## src/rtl/ai_irq_pkg.sv

```systemverilog
// Shared constants for the AI comparer interrupt aggregator.
package ai_irq_pkg;

    localparam logic [3:0] ADDR_STATUS = 4'd0;
    localparam logic [3:0] ADDR_MASK   = 4'd1;
    localparam logic [3:0] ADDR_MODE   = 4'd2;
    localparam logic [3:0] ADDR_COUNT  = 4'd3;
    localparam logic [3:0] ADDR_PCLR   = 4'd4;
    localparam logic [3:0] ADDR_ACK    = 4'd5;
    localparam logic [3:0] ADDR_FLAGS  = 4'd6;

    typedef enum logic {
        MODE_ALL = 1'b0,
        MODE_ANY = 1'b1
    } mode_e;

endpackage

```

## src/rtl/ai_irq_if.sv

```systemverilog
// Avalon-MM slave bus plus interrupt line of the aggregator.
interface ai_irq_if #(
    parameter int DATA_W = 32
);
    logic              avs_s0_write;
    logic              avs_s0_read;
    logic [3:0]        avs_s0_address;
    logic [DATA_W-1:0] avs_s0_writedata;
    logic [DATA_W-1:0] avs_s0_readdata;
    logic              avm_s0_irq;

    modport master (
        output avs_s0_write, avs_s0_read,
        output avs_s0_address, avs_s0_writedata,
        input  avs_s0_readdata, avm_s0_irq
    );

    modport slave (
        input  avs_s0_write, avs_s0_read,
        input  avs_s0_address, avs_s0_writedata,
        output avs_s0_readdata, avm_s0_irq
    );
endinterface

```

## src/rtl/ai_irq_aggregator_pending_bank.sv

```systemverilog
// Sticky per-channel pending bits and the ALL/ANY fire reduction.
module ai_irq_pending_bank
    import ai_irq_pkg::*;
#(
    parameter int NUM_CH = 4
) (
    input  logic              clk,
    input  logic              rst,
    input  logic [NUM_CH-1:0] i_set,
    input  logic [NUM_CH-1:0] i_mask,
    input  mode_e             i_mode,
    input  logic              i_clr_we,
    input  logic [NUM_CH-1:0] i_clr_bits,
    output logic [NUM_CH-1:0] o_pending,
    output logic              o_fire
);

    logic [NUM_CH-1:0] r_pend;
    logic [NUM_CH-1:0] w_next;
    logic              w_all;
    logic              w_any;

    always_comb begin
        w_all  = (i_mask != '0) && (&(r_pend | ~i_mask));
        w_any  = |(r_pend & i_mask);
        o_fire = (i_mode == MODE_ANY) ? w_any : w_all;
    end

    // Sets are applied last so a same-cycle pulse always survives.
    always_comb begin
        w_next = r_pend;
        if (o_fire)
            w_next = w_next & ~i_mask;
        if (i_clr_we)
            w_next = w_next & ~i_clr_bits;
        w_next = w_next | i_set;
    end

    always_ff @(posedge clk) begin
        if (rst)
            r_pend <= '0;
        else
            r_pend <= w_next;
    end

    assign o_pending = r_pend;

endmodule

```

## src/rtl/ai_irq_aggregator.sv

```systemverilog
// Interrupt aggregator: register file, event counter and readback.
module ai_irq_aggregator
    import ai_irq_pkg::*;
#(
    parameter int NUM_CH = 4,
    parameter int DATA_W = 32,
    parameter int CNT_W  = 16
) (
    input  logic              clk,
    input  logic              rst,
    input  logic [NUM_CH-1:0] irq_in,
    ai_irq_if.slave           s0
);

    logic [NUM_CH-1:0] r_mask;
    mode_e             r_mode;
    logic [CNT_W-1:0]  r_cnt;
    logic              r_ovr;
    logic              r_irq;
    logic [DATA_W-1:0] r_rdata;

    logic [NUM_CH-1:0] w_pending;
    logic              w_fire;
    logic [DATA_W-1:0] w_rdata;
    logic              w_wr_mask;
    logic              w_wr_mode;
    logic              w_wr_pclr;
    logic              w_wr_ack;
    logic              w_wr_flags;
    logic              w_unused;

    assign w_unused = &{1'b0, s0.avs_s0_writedata};

    always_comb begin
        w_wr_mask  = 1'b0;
        w_wr_mode  = 1'b0;
        w_wr_pclr  = 1'b0;
        w_wr_ack   = 1'b0;
        w_wr_flags = 1'b0;
        if (s0.avs_s0_write) begin
            case (s0.avs_s0_address)
                ADDR_MASK:  w_wr_mask  = 1'b1;
                ADDR_MODE:  w_wr_mode  = 1'b1;
                ADDR_PCLR:  w_wr_pclr  = 1'b1;
                ADDR_ACK:   w_wr_ack   = 1'b1;
                ADDR_FLAGS: w_wr_flags = 1'b1;
                default:    ;
            endcase
        end
    end

    ai_irq_pending_bank #(
        .NUM_CH (NUM_CH)
    ) u_bank (
        .clk        (clk),
        .rst        (rst),
        .i_set      (irq_in),
        .i_mask     (r_mask),
        .i_mode     (r_mode),
        .i_clr_we   (w_wr_pclr),
        .i_clr_bits (s0.avs_s0_writedata[NUM_CH-1:0]),
        .o_pending  (w_pending),
        .o_fire     (w_fire)
    );

    always_comb begin
        w_rdata = '0;
        case (s0.avs_s0_address)
            ADDR_STATUS: w_rdata[NUM_CH-1:0] = w_pending;
            ADDR_MASK:   w_rdata[NUM_CH-1:0] = r_mask;
            ADDR_MODE:   w_rdata[0]          = r_mode;
            ADDR_COUNT:  w_rdata[CNT_W-1:0]  = r_cnt;
            ADDR_FLAGS:  w_rdata[1:0]        = {r_irq, r_ovr};
            default:     ;
        endcase
    end

    // A fire on the same edge as an ACK or overrun clear takes priority.
    always_ff @(posedge clk) begin
        if (rst) begin
            r_mask  <= '1;
            r_mode  <= MODE_ALL;
            r_cnt   <= '0;
            r_ovr   <= 1'b0;
            r_irq   <= 1'b0;
            r_rdata <= '0;
        end else begin
            if (w_wr_mask)
                r_mask <= s0.avs_s0_writedata[NUM_CH-1:0];
            if (w_wr_mode)
                r_mode <= mode_e'(s0.avs_s0_writedata[0]);
            if (w_fire)
                r_cnt <= r_cnt + 1'b1;
            if (w_fire)
                r_irq <= 1'b1;
            else if (w_wr_ack)
                r_irq <= 1'b0;
            if (w_fire && r_irq)
                r_ovr <= 1'b1;
            else if (w_wr_flags && s0.avs_s0_writedata[0])
                r_ovr <= 1'b0;
            if (s0.avs_s0_read)
                r_rdata <= w_rdata;
        end
    end

    assign s0.avs_s0_readdata = r_rdata;
    assign s0.avm_s0_irq      = r_irq;

endmodule

```

## src/flat_wrapper.sv

```systemverilog
// flat-port wrapper written by rule: the top's interface ports become plain ports
module ai_irq_aggregator_flat import ai_irq_pkg::*;
#(
    parameter int NUM_CH = 4,
    parameter int DATA_W = 32,
    parameter int CNT_W  = 16
)
  (clk, rst, irq_in, s0_avs_s0_write, s0_avs_s0_read, s0_avs_s0_address, s0_avs_s0_writedata, s0_avs_s0_readdata, s0_avm_s0_irq);
  ai_irq_if #(.DATA_W(DATA_W)) s0_i ();
  input  logic clk;
  input  logic rst;
  input  logic [NUM_CH-1:0] irq_in;
  input wire logic [$bits(s0_i.avs_s0_write)-1:0] s0_avs_s0_write;
  input wire logic [$bits(s0_i.avs_s0_read)-1:0] s0_avs_s0_read;
  input wire logic [$bits(s0_i.avs_s0_address)-1:0] s0_avs_s0_address;
  input wire logic [$bits(s0_i.avs_s0_writedata)-1:0] s0_avs_s0_writedata;
  output wire logic [$bits(s0_i.avs_s0_readdata)-1:0] s0_avs_s0_readdata;
  output wire logic [$bits(s0_i.avm_s0_irq)-1:0] s0_avm_s0_irq;
  assign s0_i.avs_s0_write = s0_avs_s0_write;
  assign s0_i.avs_s0_read = s0_avs_s0_read;
  assign s0_i.avs_s0_address = s0_avs_s0_address;
  assign s0_i.avs_s0_writedata = s0_avs_s0_writedata;
  assign s0_avs_s0_readdata = s0_i.avs_s0_readdata;
  assign s0_avm_s0_irq = s0_i.avm_s0_irq;
  ai_irq_aggregator #(.NUM_CH(NUM_CH), .DATA_W(DATA_W), .CNT_W(CNT_W)) u_core (.clk(clk), .rst(rst), .irq_in(irq_in), .s0(s0_i));
endmodule
```

## config.mk

```make
export PLATFORM = sky130hd
export DESIGN_NAME = ai_irq_aggregator_flat
export DESIGN_NICKNAME = d
export VERILOG_FILES = /design/src/rtl/ai_irq_pkg.sv /design/src/rtl/ai_irq_if.sv /design/src/rtl/ai_irq_aggregator_pending_bank.sv /design/src/rtl/ai_irq_aggregator.sv /design/src/flat_wrapper.sv
export SDC_FILE = /design/constraint.sdc
export NUM_CORES = 1
export LEC_CHECK = 0
export BUFFER_PORTS_ARGS = -buffer_cell sky130_fd_sc_hd__buf_4
export CAP_MARGIN = 20
export CORE_MARGIN = 2
export CORE_UTILIZATION = 30
export DETAILED_ROUTE_END_ITERATION = 16
export PLACE_DENSITY = 0.62
export SETUP_SLACK_MARGIN = 0.05
export SYNTH_ARGS = -nofsm -noshare
export SYNTH_HDL_FRONTEND = slang
export SYNTH_SLANG_ARGS = --single-unit
export TNS_END_PERCENT = 1
```

## constraint.sdc

```tcl
create_clock -name clk -period 3.85 [get_ports clk]
set_input_delay 0.1925 -clock clk [delete_from_list [all_inputs] [get_ports clk]]
set_output_delay 0.1925 -clock clk [all_outputs]
set_load 0.005 [all_outputs]
```

; Word-level counts from Yosys, hierarchy flattened
; Cells that the tools add are included.
[totals]
register_bits = 43
input_bits = 44
out_inout_bits = 33
wordCells = 51
[op_classes]
n_addsub = 1
eq_ne = 6
n_mux = 21
n_bitwise = 7
reduce_logical = 9
[op_table]
columns = operator, n
row1 = "adder 16 x 1 -> 16 bit, second input constant", 1
row2 = 2-to-1 mux 1 bit, 15
row3 = AND 4 bit, 3
row4 = "equality test 4 x 3 -> 1 bit, second input constant", 3
row5 = 2-to-1 mux 12 bit, 1
row6 = "equality test 4 x 2 -> 1 bit, second input constant", 2
row7 = 2-to-1 mux 4 bit, 2
row8 = NOT 4 bit, 2
row9 = OR 4 bit, 2
row10 = one-hot mux 2 bit (3 select lines), 1
row11 = one-hot mux 1 bit (5 select lines), 1
row12 = "equality test 4 x 1 -> 1 bit, second input constant", 1
row13 = zero test 4 bit, 1
row14 = one-hot mux 1 bit (4 select lines), 1
row15 = AND reduction 4 bit, 1
row16 = nonzero test 2 bit, 2
row17 = nonzero test 4 bit, 1
row18 = OR reduction 4 bit, 1
row19 = logical AND 1 bit, 3

; Longest topological paths before layout
[depth]
ltp_word = 9
depth_mapped = 7
depth_no_buf = 5

; By module
; A second synthesis with hierarchy kept.
[unflattened]
cells_unflattened = 249
area_unflattened_um2 = 2122.0
[by_module_without_submodules]
columns = module, n_inst, cells_per_inst, area_per_inst_um2, seq_area_each_um2
row1 = ai_irq_aggregator, 1, 217, 1875.5, 780.7
row2 = ai_irq_pending_bank, 1, 32, 246.5, 80.1

; Least setup slack after synthesis
; OpenSTA, ideal clock, no wires.
[synth_timing]
kind = register to register
start = reg u_core.r_mask[1]
end = reg u_core.r_cnt[11]
setup_time_ns = 0.121
t_arrival_ns = 1.521
t_required_ns = 3.729
slack_ns = 2.208
path_stages_with_launch = 7
path_buffers = 1
period_less_slack_ns = 1.642
cell_sequence = dfxtp_1 nor4_1 a21oi_1 a41oi_2 buf_6 nor4_1 mux2_2
[synth_between]
elab_chain_cells = 5
word_cells_on_any_way = 8
cone_classes = mux (1) / bitwise (3) / reduce/logical (4)
[synth_lines]
columns = item, line
row1 = "start, declared", ai_irq_aggregator.sv:15  ; logic [NUM_CH-1:0] r_mask;
row2 = "start signal, assigned", ai_irq_aggregator.sv:89  ; r_mask <= s0.avs_s0_writedata[NUM_CH-1:0];
row3 = NOT 4 bit, ai_irq_aggregator_pending_bank.sv:24  ; w_all = (i_mask != '0) && (&(r_pend | ~i_mask));
row4 = OR 4 bit, ai_irq_aggregator_pending_bank.sv:24
row5 = AND reduction 4 bit, ai_irq_aggregator_pending_bank.sv:24
row6 = logical AND 1 bit, ai_irq_aggregator_pending_bank.sv:24
row7 = 2-to-1 mux 1 bit (*), ai_irq_aggregator_pending_bank.sv:26  ; o_fire = (i_mode == MODE_ANY) ? w_any : w_all;
row8 = "end signal, assigned", ai_irq_aggregator.sv:93  ; r_cnt <= r_cnt + 1'b1;
row9 = "end, declared", ai_irq_aggregator.sv:17  ; logic [CNT_W-1:0] r_cnt;
; Every way passes the cells marked *; elsewhere a longest branch is shown, timed or not.
; A chain may end at the register's enable or synchronous reset.

; Worst setup path after layout
[layout_timing]
start = reg u_core.r_mask[0]
end = reg u_core.r_cnt[11]
; Same word-level chain as after synthesis.

==> results.cfg <==
[sta]
slew_headroom_pct = 37.6
skew_ns = 0.00422
setup_viol = 0
rsz0062_at_grt = false
whs_ns = 0.114
finalCritPeriodShare_pct = 57.2
tightestPinTransition_ns = 0.933
fmax_mhz = 454
finalSetupTns_ns = 0
drv_slew = 0
finalHoldViolations = 0
period_minus_slack_ns = 2.20

[pwr]
netSwitchingFraction_pct = 22.3
power.internal_w = 0.000687
p_leak_nw = 0.933
power_per_cell_area_nw_per_um2 = 360
clockPowerShare_pct = 41.1
combinationalPowerShare_pct = 7.5
p_switching_w = 0.000198
power_frac_seq_pct = 51.4
irDropWorstVdd_v = 0.000167

[synthesis]
ys_ff_latch = 43
syn_area_um2 = 2100
syn_area_per_cell_um2 = 8.52
synthDistinctLibCells = 41
syn_inst = 247
synthArstFlopShare_pct = 0
ys_seq_area_share_pct = 40.9
synth_edf_count = 0
synth_ff_type = dfxtp_1
yosysWarnings = 0

[drt]
num_vias = 1785
vias_per_cell = 4.82
drt_pre_antenna_iters = 4
first_iter_violations = 154
wire_per_inst_um = 12.2
postRouteAntennaNets = 0
drc = 0
wl_um = 4520

[layout]
syn2layout_area_growth_pct = 16.8
n_antenna_cell = 0
regArea_um2 = 861
drive_above_1_share_pct = 16.8
multi_input_area_um2 = 1090
nFillCells = 719
final_nets = 318

[clocking]
cts_tree = built
ctsHoldBuffers = 0
cts_sinks = 43
postCtsSetupRepairBufs = 0
clk_pin_slew_worst_paths_ns = 0.08
clockBufferDepth = 2
clock_latency_ns = 0.30
cts-resized-gates = 0
htreeDepth = 2
cts_made_buffers = 5
root_buffer = clkbuf_8

[min_path]
worst_hold_startpoint = s0_avs_s0_writedata[1]
worstHoldPathType = in -> reg

[setup_path]
crit_fanout = 20
rr_startpoint = u_core.r_mask[0]
path_cells = nor4_1, a21oi_1, a41oi_2, buf_4, nor4_1, mux2_2
worstPathRequired_ns = 4.04
cp-end-kind = flop
max_stage_delay_ns = 0.67
crit_path_frequent_cell = nor4_1
crit_start = u_core.r_mask[0]
cp-start-kind = flop
r2r_setup_slack_ns = 1.65
path_class = reg -> reg
slowest_stage = a41oi_2
arrival_ns = 2.39

[place]
place.gp.congestion = 0.775
io_buffers = 32
dp_hpwl_um = 3150

[die]
start_util_pct = 31.0
fp.dieH_um = 87.8
die-area_um2 = 7700
pin_count = 77
dieWidth_um = 87.8
core_area_um2 = 6790
rows = 30

[global_route]
grt_antenna_before_repair = 0
gr-total-overflow = 0
grt_use_total_pct = 12.4
grt_pass1_vias = 1615
grt_max_degree = 41
grt_first_pass_wirelength_um = 7640

[run]
drv_cap = 0

[run_status]
status = completed
==> placed cells by master, fill, tap and decap left out, types with 2 or more instances in the layout <==
master,netlist,routed
a21oi_1,22,22
a22o_1,2,2
a22oi_1,14,14
buf_4,17,33
clkbuf_8,0,6
conb_1,1,16
dfxtp_1,43,43
inv_1,6,6
mux2_2,3,3
mux2i_1,8,8
nand2_1,19,19
nand2b_1,3,3
nand3_1,11,11
nand4_1,5,5
nor2_1,23,23
nor2b_1,3,3
nor3_1,5,5
nor3b_1,4,4
nor4_1,3,3
o21ai_0,6,6
o31a_1,2,2
o31ai_1,8,8
or3_1,3,3
or4_1,8,8
==> metal layers <==
layer  up-vias  global-route usage (%)  part of all wire, %
met3         3                    3.02                  5.4
li1        920                       -                    -
met5         -                       0                    0
met1       821                    16.7                   48
met2        41                    19.4                   46
met4         0                    4.62                 0.60
==> layout make-up <==
class / count / share of cell area, %
repair buffers: 33 / 10.1
flip-flops and latches: 43 / 35.0
clock buffers: 6 / 3.36
clock inverters: 2 / 1.42
well taps: 96 / 4.89
multi-input cells: 184 / 44.3
inverters: 6 / 0.916
==> final timing paths <==
check / to / depth (start not counted)
worst max register to register: u_core.r_cnt[11] / 6
worst max-delay path: u_core.r_cnt[11] / 6
worst min register to register: u_core.s0.avs_s0_readdata[0] / 2
worst min-delay path: u_core.r_mask[1] / 3
==> worst max-delay path: cells and delay by family (launching register included) <==
family / cells / cell delay (ns)
compound gates: 2 / 0.75
simple gates: 2 / 0.36
flops: 1 / 0.36
buf+inv: 1 / 0.34
mux: 1 / 0.28
==> power by group through the flow <==
| stage | Clock (W) | Sequential [W] | Combinational (W) |
|---|---|---|---|
| finish | 0.000363 | 0.000455 | 0.0000663 |
| global placement | 0 | 0.000466 | 0.0000658 |
| detailed placement | 0 | 0.000466 | 0.0000665 |
| global route | 0.000393 | 0.000456 | 0.0000751 |
| floorplan | 0 | 0.000464 | 0.0000548 |
| CTS | 0.000376 | 0.000455 | 0.0000667 |
==> synth_stat cells (4+ instances only) <==
cell	instances	area, µm²
dfxtp_1	43	861
nor2_1	23	86.3
a21oi_1	22	110
nand2_1	19	71.3
buf_4	17	128
a22oi_1	14	105
nand3_1	11	55.1
clkbuf_1	10	37.5
mux2i_1	8	80.1
o31ai_1	8	60.1
or4_1	8	60.1
inv_1	6	22.5
o21ai_0	6	30.0
nand4_1	5	31.3
nor3_1	5	25.0
nor3b_1	4	30.0
==> cell families after synthesis <==
group | count (synthesis) | synth area share (%)
buf+inv | 35 | 9.99
mux | 11 | 5.41
flops | 43 | 40.9
compound gates | 63 | 20.0
xor+xnor | 2 | 0.832
simple gates | 91 | 22.1
fa+ha+maj | 1 | 0.594
other cells | 1 | 0.178
==> sequential cells by signal, indices dropped and copies added, names as in the netlist <==
signal	count
u_core.u_bank.o_pending	4
u_core.s0.avs_s0_readdata	16
u_core.r_ovr	1
u_core.r_cnt	16
u_core.r_mask	4
u_core.r_mode	1
u_core.s0.avm_s0_irq	1
==> per-stage QoR <==
stage	area (µm²)	util, %	instances	power, W	setup slack [ns]
detailed placement	2340	34.5	362	0.000532	1.63
CTS	2460	36.2	370	0.000898	1.62
floorplan	2160	-	262	0.000519	2.21
finish	2460	36.2	370	0.000885	1.65
global placement	2340	34.5	362	0.000531	1.67
global route	2460	36.2	370	0.000924	1.41
Power figures use the tool's default switching activity.
